--- src/rtl/wb_sdram_ctrl_ref_timer_pkg.sv ---
// rtl/wb_sdram_ctrl_ref_timer_pkg.sv - shared types and defaults for the refresh timer
package wb_sdram_ctrl_ref_timer_pkg;

   // 100 us power-up wait and 7.8 us refresh interval at a 100 MHz sdram_clk
   localparam int DEF_INIT_CYCLES  = 10000;
   localparam int DEF_REF_INTERVAL = 780;

   typedef enum logic {
      ST_INIT = 1'b0,
      ST_RUN  = 1'b1
   } ref_state_t;

   function automatic int cnt_width(input int n);
      return (n <= 2) ? 1 : $clog2(n);
   endfunction

endpackage

--- src/rtl/wb_sdram_ctrl_wrap_cnt.sv ---
// rtl/wb_sdram_ctrl_wrap_cnt.sv - enabled modulo-N counter with terminal-count pulse
module wb_sdram_ctrl_wrap_cnt
   import wb_sdram_ctrl_ref_timer_pkg::*;
#(
   parameter int N = 2
) (
   input  logic i_clk,
   input  logic i_rst,
   input  logic i_en,
   output logic o_tc
);

   localparam int W = cnt_width(N);
   localparam logic [W-1:0] LAST = W'(N - 1);

   logic [W-1:0] r_cnt;

   // tc marks the wrap cycle itself, not the cycle after
   assign o_tc = i_en && (r_cnt == LAST);

   always_ff @(posedge i_clk) begin
      if (i_rst) begin
         r_cnt <= '0;
      end else if (i_en) begin
         r_cnt <= o_tc ? '0 : r_cnt + 1'b1;
      end
   end

endmodule

--- src/rtl/wb_sdram_ctrl_ref_timer.sv ---
// rtl/wb_sdram_ctrl_ref_timer.sv - power-up delay and auto-refresh request generator with backlog
module wb_sdram_ctrl_ref_timer
   import wb_sdram_ctrl_ref_timer_pkg::*;
#(
   parameter int INIT_CYCLES  = DEF_INIT_CYCLES,
   parameter int REF_INTERVAL = DEF_REF_INTERVAL,
   parameter int MAX_PENDING  = 8,
   parameter int URGENT_LEVEL = 6
) (
   input  logic       sdram_clk,
   input  logic       wb_rst,
   input  logic       ref_ack,
   output logic       dly_100us,
   output logic       ref_req,
   output logic       ref_urgent,
   output logic       ref_ovf,
   output logic [3:0] pending
);

   localparam logic [3:0] MAX_P = 4'(MAX_PENDING);
   localparam logic [3:0] URG_P = 4'(URGENT_LEVEL);

   ref_state_t r_state;
   ref_state_t w_state_nxt;
   logic [3:0] r_pending;
   logic [3:0] w_pending_nxt;
   logic       r_dly;
   logic       r_req;
   logic       r_urgent;
   logic       r_ovf;
   logic       w_ovf_set;
   logic       w_init_tc;
   logic       w_tick;
   logic       w_ack;
   logic       w_in_init;

   assign w_in_init = (r_state == ST_INIT);
   assign w_ack     = ref_ack && !w_in_init;

   wb_sdram_ctrl_wrap_cnt #(.N(INIT_CYCLES)) u_init_cnt (
      .i_clk (sdram_clk),
      .i_rst (wb_rst),
      .i_en  (w_in_init),
      .o_tc  (w_init_tc)
   );

   // interval counter is held cleared for the whole power-up wait
   wb_sdram_ctrl_wrap_cnt #(.N(REF_INTERVAL)) u_int_cnt (
      .i_clk (sdram_clk),
      .i_rst (wb_rst || w_in_init),
      .i_en  (!w_in_init),
      .o_tc  (w_tick)
   );

   always_comb begin
      w_state_nxt   = r_state;
      w_pending_nxt = r_pending;
      w_ovf_set     = 1'b0;
      case (r_state)
         ST_INIT: begin
            if (w_init_tc) w_state_nxt = ST_RUN;
         end
         ST_RUN: begin
            if (w_tick && !w_ack) begin
               if (r_pending < MAX_P) w_pending_nxt = r_pending + 4'd1;
               else                   w_ovf_set     = 1'b1;
            end else if (w_ack && !w_tick && (r_pending != 4'd0)) begin
               w_pending_nxt = r_pending - 4'd1;
            end
         end
         default: w_state_nxt = ST_INIT;
      endcase
   end

   always_ff @(posedge sdram_clk) begin
      if (wb_rst) begin
         r_state   <= ST_INIT;
         r_pending <= 4'd0;
         r_dly     <= 1'b0;
         r_req     <= 1'b0;
         r_urgent  <= 1'b0;
         r_ovf     <= 1'b0;
      end else begin
         r_state   <= w_state_nxt;
         r_pending <= w_pending_nxt;
         r_dly     <= r_dly || (w_state_nxt == ST_RUN);
         r_req     <= (w_pending_nxt != 4'd0);
         r_urgent  <= (w_pending_nxt >= URG_P);
         r_ovf     <= r_ovf || w_ovf_set;
      end
   end

   assign dly_100us  = r_dly;
   assign ref_req    = r_req;
   assign ref_urgent = r_urgent;
   assign ref_ovf    = r_ovf;
   assign pending    = r_pending;

endmodule
--- config.mk ---
export PLATFORM = sky130hd
export DESIGN_NAME = wb_sdram_ctrl_ref_timer
export DESIGN_NICKNAME = d
export VERILOG_FILES = /design/src/rtl/wb_sdram_ctrl_ref_timer_pkg.sv /design/src/rtl/wb_sdram_ctrl_wrap_cnt.sv /design/src/rtl/wb_sdram_ctrl_ref_timer.sv
export SDC_FILE = /design/constraint.sdc
export NUM_CORES = 1
export LEC_CHECK = 0
export BUFFER_PORTS_ARGS = -buffer_cell sky130_fd_sc_hd__clkbuf_2
export CAP_MARGIN = 0
export CORE_MARGIN = 4
export CORE_UTILIZATION = 52
export DETAILED_ROUTE_END_ITERATION = 10
export GPL_TIMING_DRIVEN = 0
export PLACE_DENSITY = 0.73
export SYNTH_ARGS = -nofsm -noshare
export SYNTH_HDL_FRONTEND = slang
export SYNTH_SLANG_ARGS = --single-unit
--- constraint.sdc ---
create_clock -name sdram_clk -period 2.6 [get_ports sdram_clk]
set_clock_uncertainty 0.2 [all_clocks]
set_input_delay 0.13 -clock sdram_clk [delete_from_list [all_inputs] [get_ports sdram_clk]]
set_output_delay 0.13 -clock sdram_clk [all_outputs]
set_load 0.01 [all_outputs]
==> results.tsv <==
stage	metric	value	unit
status	status	complete, no violations	
route	# DRC	0	
synthesis	Cell Area, Synth	0.00149	mm²
setup_path	Worst Path Buf+Inv	1	
floorplanning	Rows	19	
route	Via density	5.55	
setup_path	CP Max Fanout	5	
floorplanning	num ports	11	
floorplanning	die area	0.00377	mm²
synthesis	Area contributors post-synth	dfxtp_1 (44%), nor2_1 (8.8%), xor2_1 (7.1%)	
setup_path	FF-to-FF End	ref_urgent	
cts	# H-tree levels	2	
cts	clk buf depth	2	
synthesis	ys flop type	dfxtp_1	
setup_path	Setup crit start kind	flip-flop	
floorplanning	Initial Utilization	54.3	%
global_route	antenna violations before repair	0	
synthesis	FFs w/ async S/R, synth	0	%
global_route	vias in the first global route	1179	
job	max cap viols	0	
hold_path	Hold Path Stages	2	
cts	CTS tree	done	
timing	fin worst setup slack	0.0631	ns
pwr	P_leak	0.629	nW
route	Routed WL	2.79	mm
cts	clock transition at the registers of the reported paths	0.10	ns
pwr	worst vdd ir	0.000398	V
setup_path	Top delay family on crit path	simple AND/OR/NAND/NOR gates	
finish	nets	198	
global_route	largest net degree at the start of global routing	11	
cts	Worst-Skew Late Latency	0.33	ns
synthesis	Mapped Cells	168	
synthesis	Post-synth EDFFs	0	
synthesis	syn nets	175	
setup_path	worst stage delay on the critical path	0.44	ns
finish	# fillers	234	
cts	root buf cell	clkbuf_4	
finish	# diodes	0	
synthesis	synthesis warning total	0	
hold_path	Hold Path End	dly_100us	
timing	Pins Over Slew Limit	0	
synthesis	list of most frequent post-synthesis cells	nor2_1 (35), dfxtp_1 (33), xor2_1 (12)	
route	WL/cell	12.6	µm
setup_path	CP Data Required Time	2.67	ns
timing	Tightest Pin Transition	0.410	ns
placement	GP Congestion	0.792	
placement	Post-Place Worst Slack	-0.0646	ns
floorplanning	Die Wd	61.4	µm
synthesis	most frequent cell after synthesis	nor2_1	
pwr	total power	0.828	mW
global_route	Total GRT Usage	17.6	%
synthesis	post-synth top area share	44.5	%
setup_path	CP Capture Type	flip-flop	
timing	FMAX	394	MHz
cts	CTS buffer count	5	
synthesis	Avg Inst Size Synth	8.84	µm²
cts	CTS Sinks	33	
finish	area grow syn2layout	15.2	%
setup_path	Worst R2R Setup Slack	0.06	ns
pwr	PwrDens	484	mW/mm²
global_route	GR Overflow Total	0	
global_route	first-pass GRT wire length	4.77	mm
placement	IO Port Bufs	10	
route	Pre-antenna DRT Iters	4	
setup_path	CP cell instances	ha_4 > or4bb_1 > or3_1 > buf_2 > mux2i_1 > xnor2_1 > or3b_1 > a21oi_1	
setup_path	Critical Path Source	u_int_cnt.r_cnt[0]	
synthesis	count of cell types in the netlist	35	
route	via count	1232	
setup_path	Reg-to-Reg Start	u_int_cnt.r_cnt[0]	
synthesis	Seq/Total Area, Yosys	44.5	%
route	Detail Route Antenna Nets	0	
finish	share of layout cells above drive strength 1	15.2	%
setup_path	Reg2Reg Depth	8	
setup_path	slowest cell on the critical path	or4bb_1	
route	Initial DRC Count	45	
finish	Final Util	62.6	%
placement	Final HPWL DP	1.88	mm
setup_path	worst setup path class	reg2reg	
timing	endpoints failing hold	0	
timing	final setup vio count	0	
hold_path	HP Start	dly_100us	
setup_path	WP data arrival	2.61	ns
timing	final worst path period share	97.6	%
timing	Tmin final	2.54	ns
hold_path	HP Class	reg2reg	
synthesis	post-synth top area cell	dfxtp_1	
synthesis	register bit total from synthesis	33	
timing	Worst slew margin	72.7	%
floorplanning	core area	0.00273	mm²
floorplanning	die height	61.4	µm
## what timing repair did
action | 4_1_cts | 5_1_grt
pin swaps | 1 | 1
endpoints found under the hold margin | 4 | 0
gates resized for setup | 3 | 6
hold buffers | 2 | 0
buffers inserted | 1 | 3
endpoints found under the setup margin | 2 | 12
## worst max path at each step
stage / to / slack (ns) / cells past startpoint
2_1_floorplan: ref_urgent / 0.13 / 8
5_1_grt: ref_urgent / -0.01 / 8
6_report: ref_urgent / 0.06 / 8
3_3_place_gp: ref_urgent / -0.04 / 8
3_5_place_dp: ref_urgent / -0.06 / 8
4_1_cts: ref_urgent / 0.001 / 8
## routing by layer
layer	wire length, µm	GRT usage, %	part of all wire [%]	up-vias
met5	0	0	0	-
met4	55	8.18	2.0	0
met3	101	6.92	3.6	8
met2	1420	31.9	51	14
met1	1220	17.5	44	585
li1	-	-	-	625
## cell families after synthesis
logic type	count (synthesis)	synth area share, %
AOI/OAI and AO/OA	12	4.89
xor gates and xnor gates	21	12.4
adders and majority gates	4	3.37
buffers and inverters	13	3.45
DFF	33	44.5
muxes	4	2.78
and+or+nand+nor	81	28.6
## stage by stage
stage / TNS (ns) / instance area, µm² / hold WS (ns) / std cells
2_1_floorplan: 0 / 1490 / 0.00615 / 168
3_3_place_gp: -0.0362 / 1570 / 0.169 / 209
3_5_place_dp: -0.0646 / 1570 / 0.172 / 209
4_1_cts: 0 / 1660 / 0.259 / 219
5_1_grt: -0.0118 / 1710 / 0.288 / 222
6_report: 0 / 1710 / 0.254 / 222
## final cells by class
type,count,area (µm²),area share (%)
repair buffers,16,100,5.85
plain buffers,5,23.8,1.39
well taps,31,38.8,2.27
clock buffers,7,55.1,3.22
flip-flops and latches,33,668,39.0
inverters,8,30.0,1.75
multi-input cells,122,796,46.5
## power by group
part	leakage [nW]	switching, mW	internal (mW)
clock	0.0314	0.166	0.128
sequential	0.268	0.00449	0.507
combinational	0.330	0.0119	0.0110
## state kept, by name, indices dropped and copies added, names as in the netlist
register / cells
u_init_cnt.r_cnt: 14
u_int_cnt.r_cnt: 10
pending: 4
dly_100us: 1
r_state: 1
ref_ovf: 1
ref_req: 1
ref_urgent: 1
## worst register-to-register path: stages, from the launching register on
cell and delay [ns]:
dfxtp_4 0.38, ha_4 0.16, or4bb_1 0.44, or3_1 0.32, buf_2 0.15, mux2i_1 0.17
xnor2_1 0.13, or3b_1 0.39, a21oi_1 0.14
## layout by cell type, fill, tap and decap left out, types with 3 or more instances in the layout
master and instances:
mux2i_1 3, a21oi_1 6, nand4_1 8, xor2_1 12
inv_1 8, clkbuf_1 4, ha_1 3, dfxtp_1 31
xnor2_1 9, clkbuf_2 10, nand2_1 8, buf_4 4
clkbuf_4 6, or3_1 3, nand3_1 5, nor2_1 35
(Power assumes the default switching activity.)
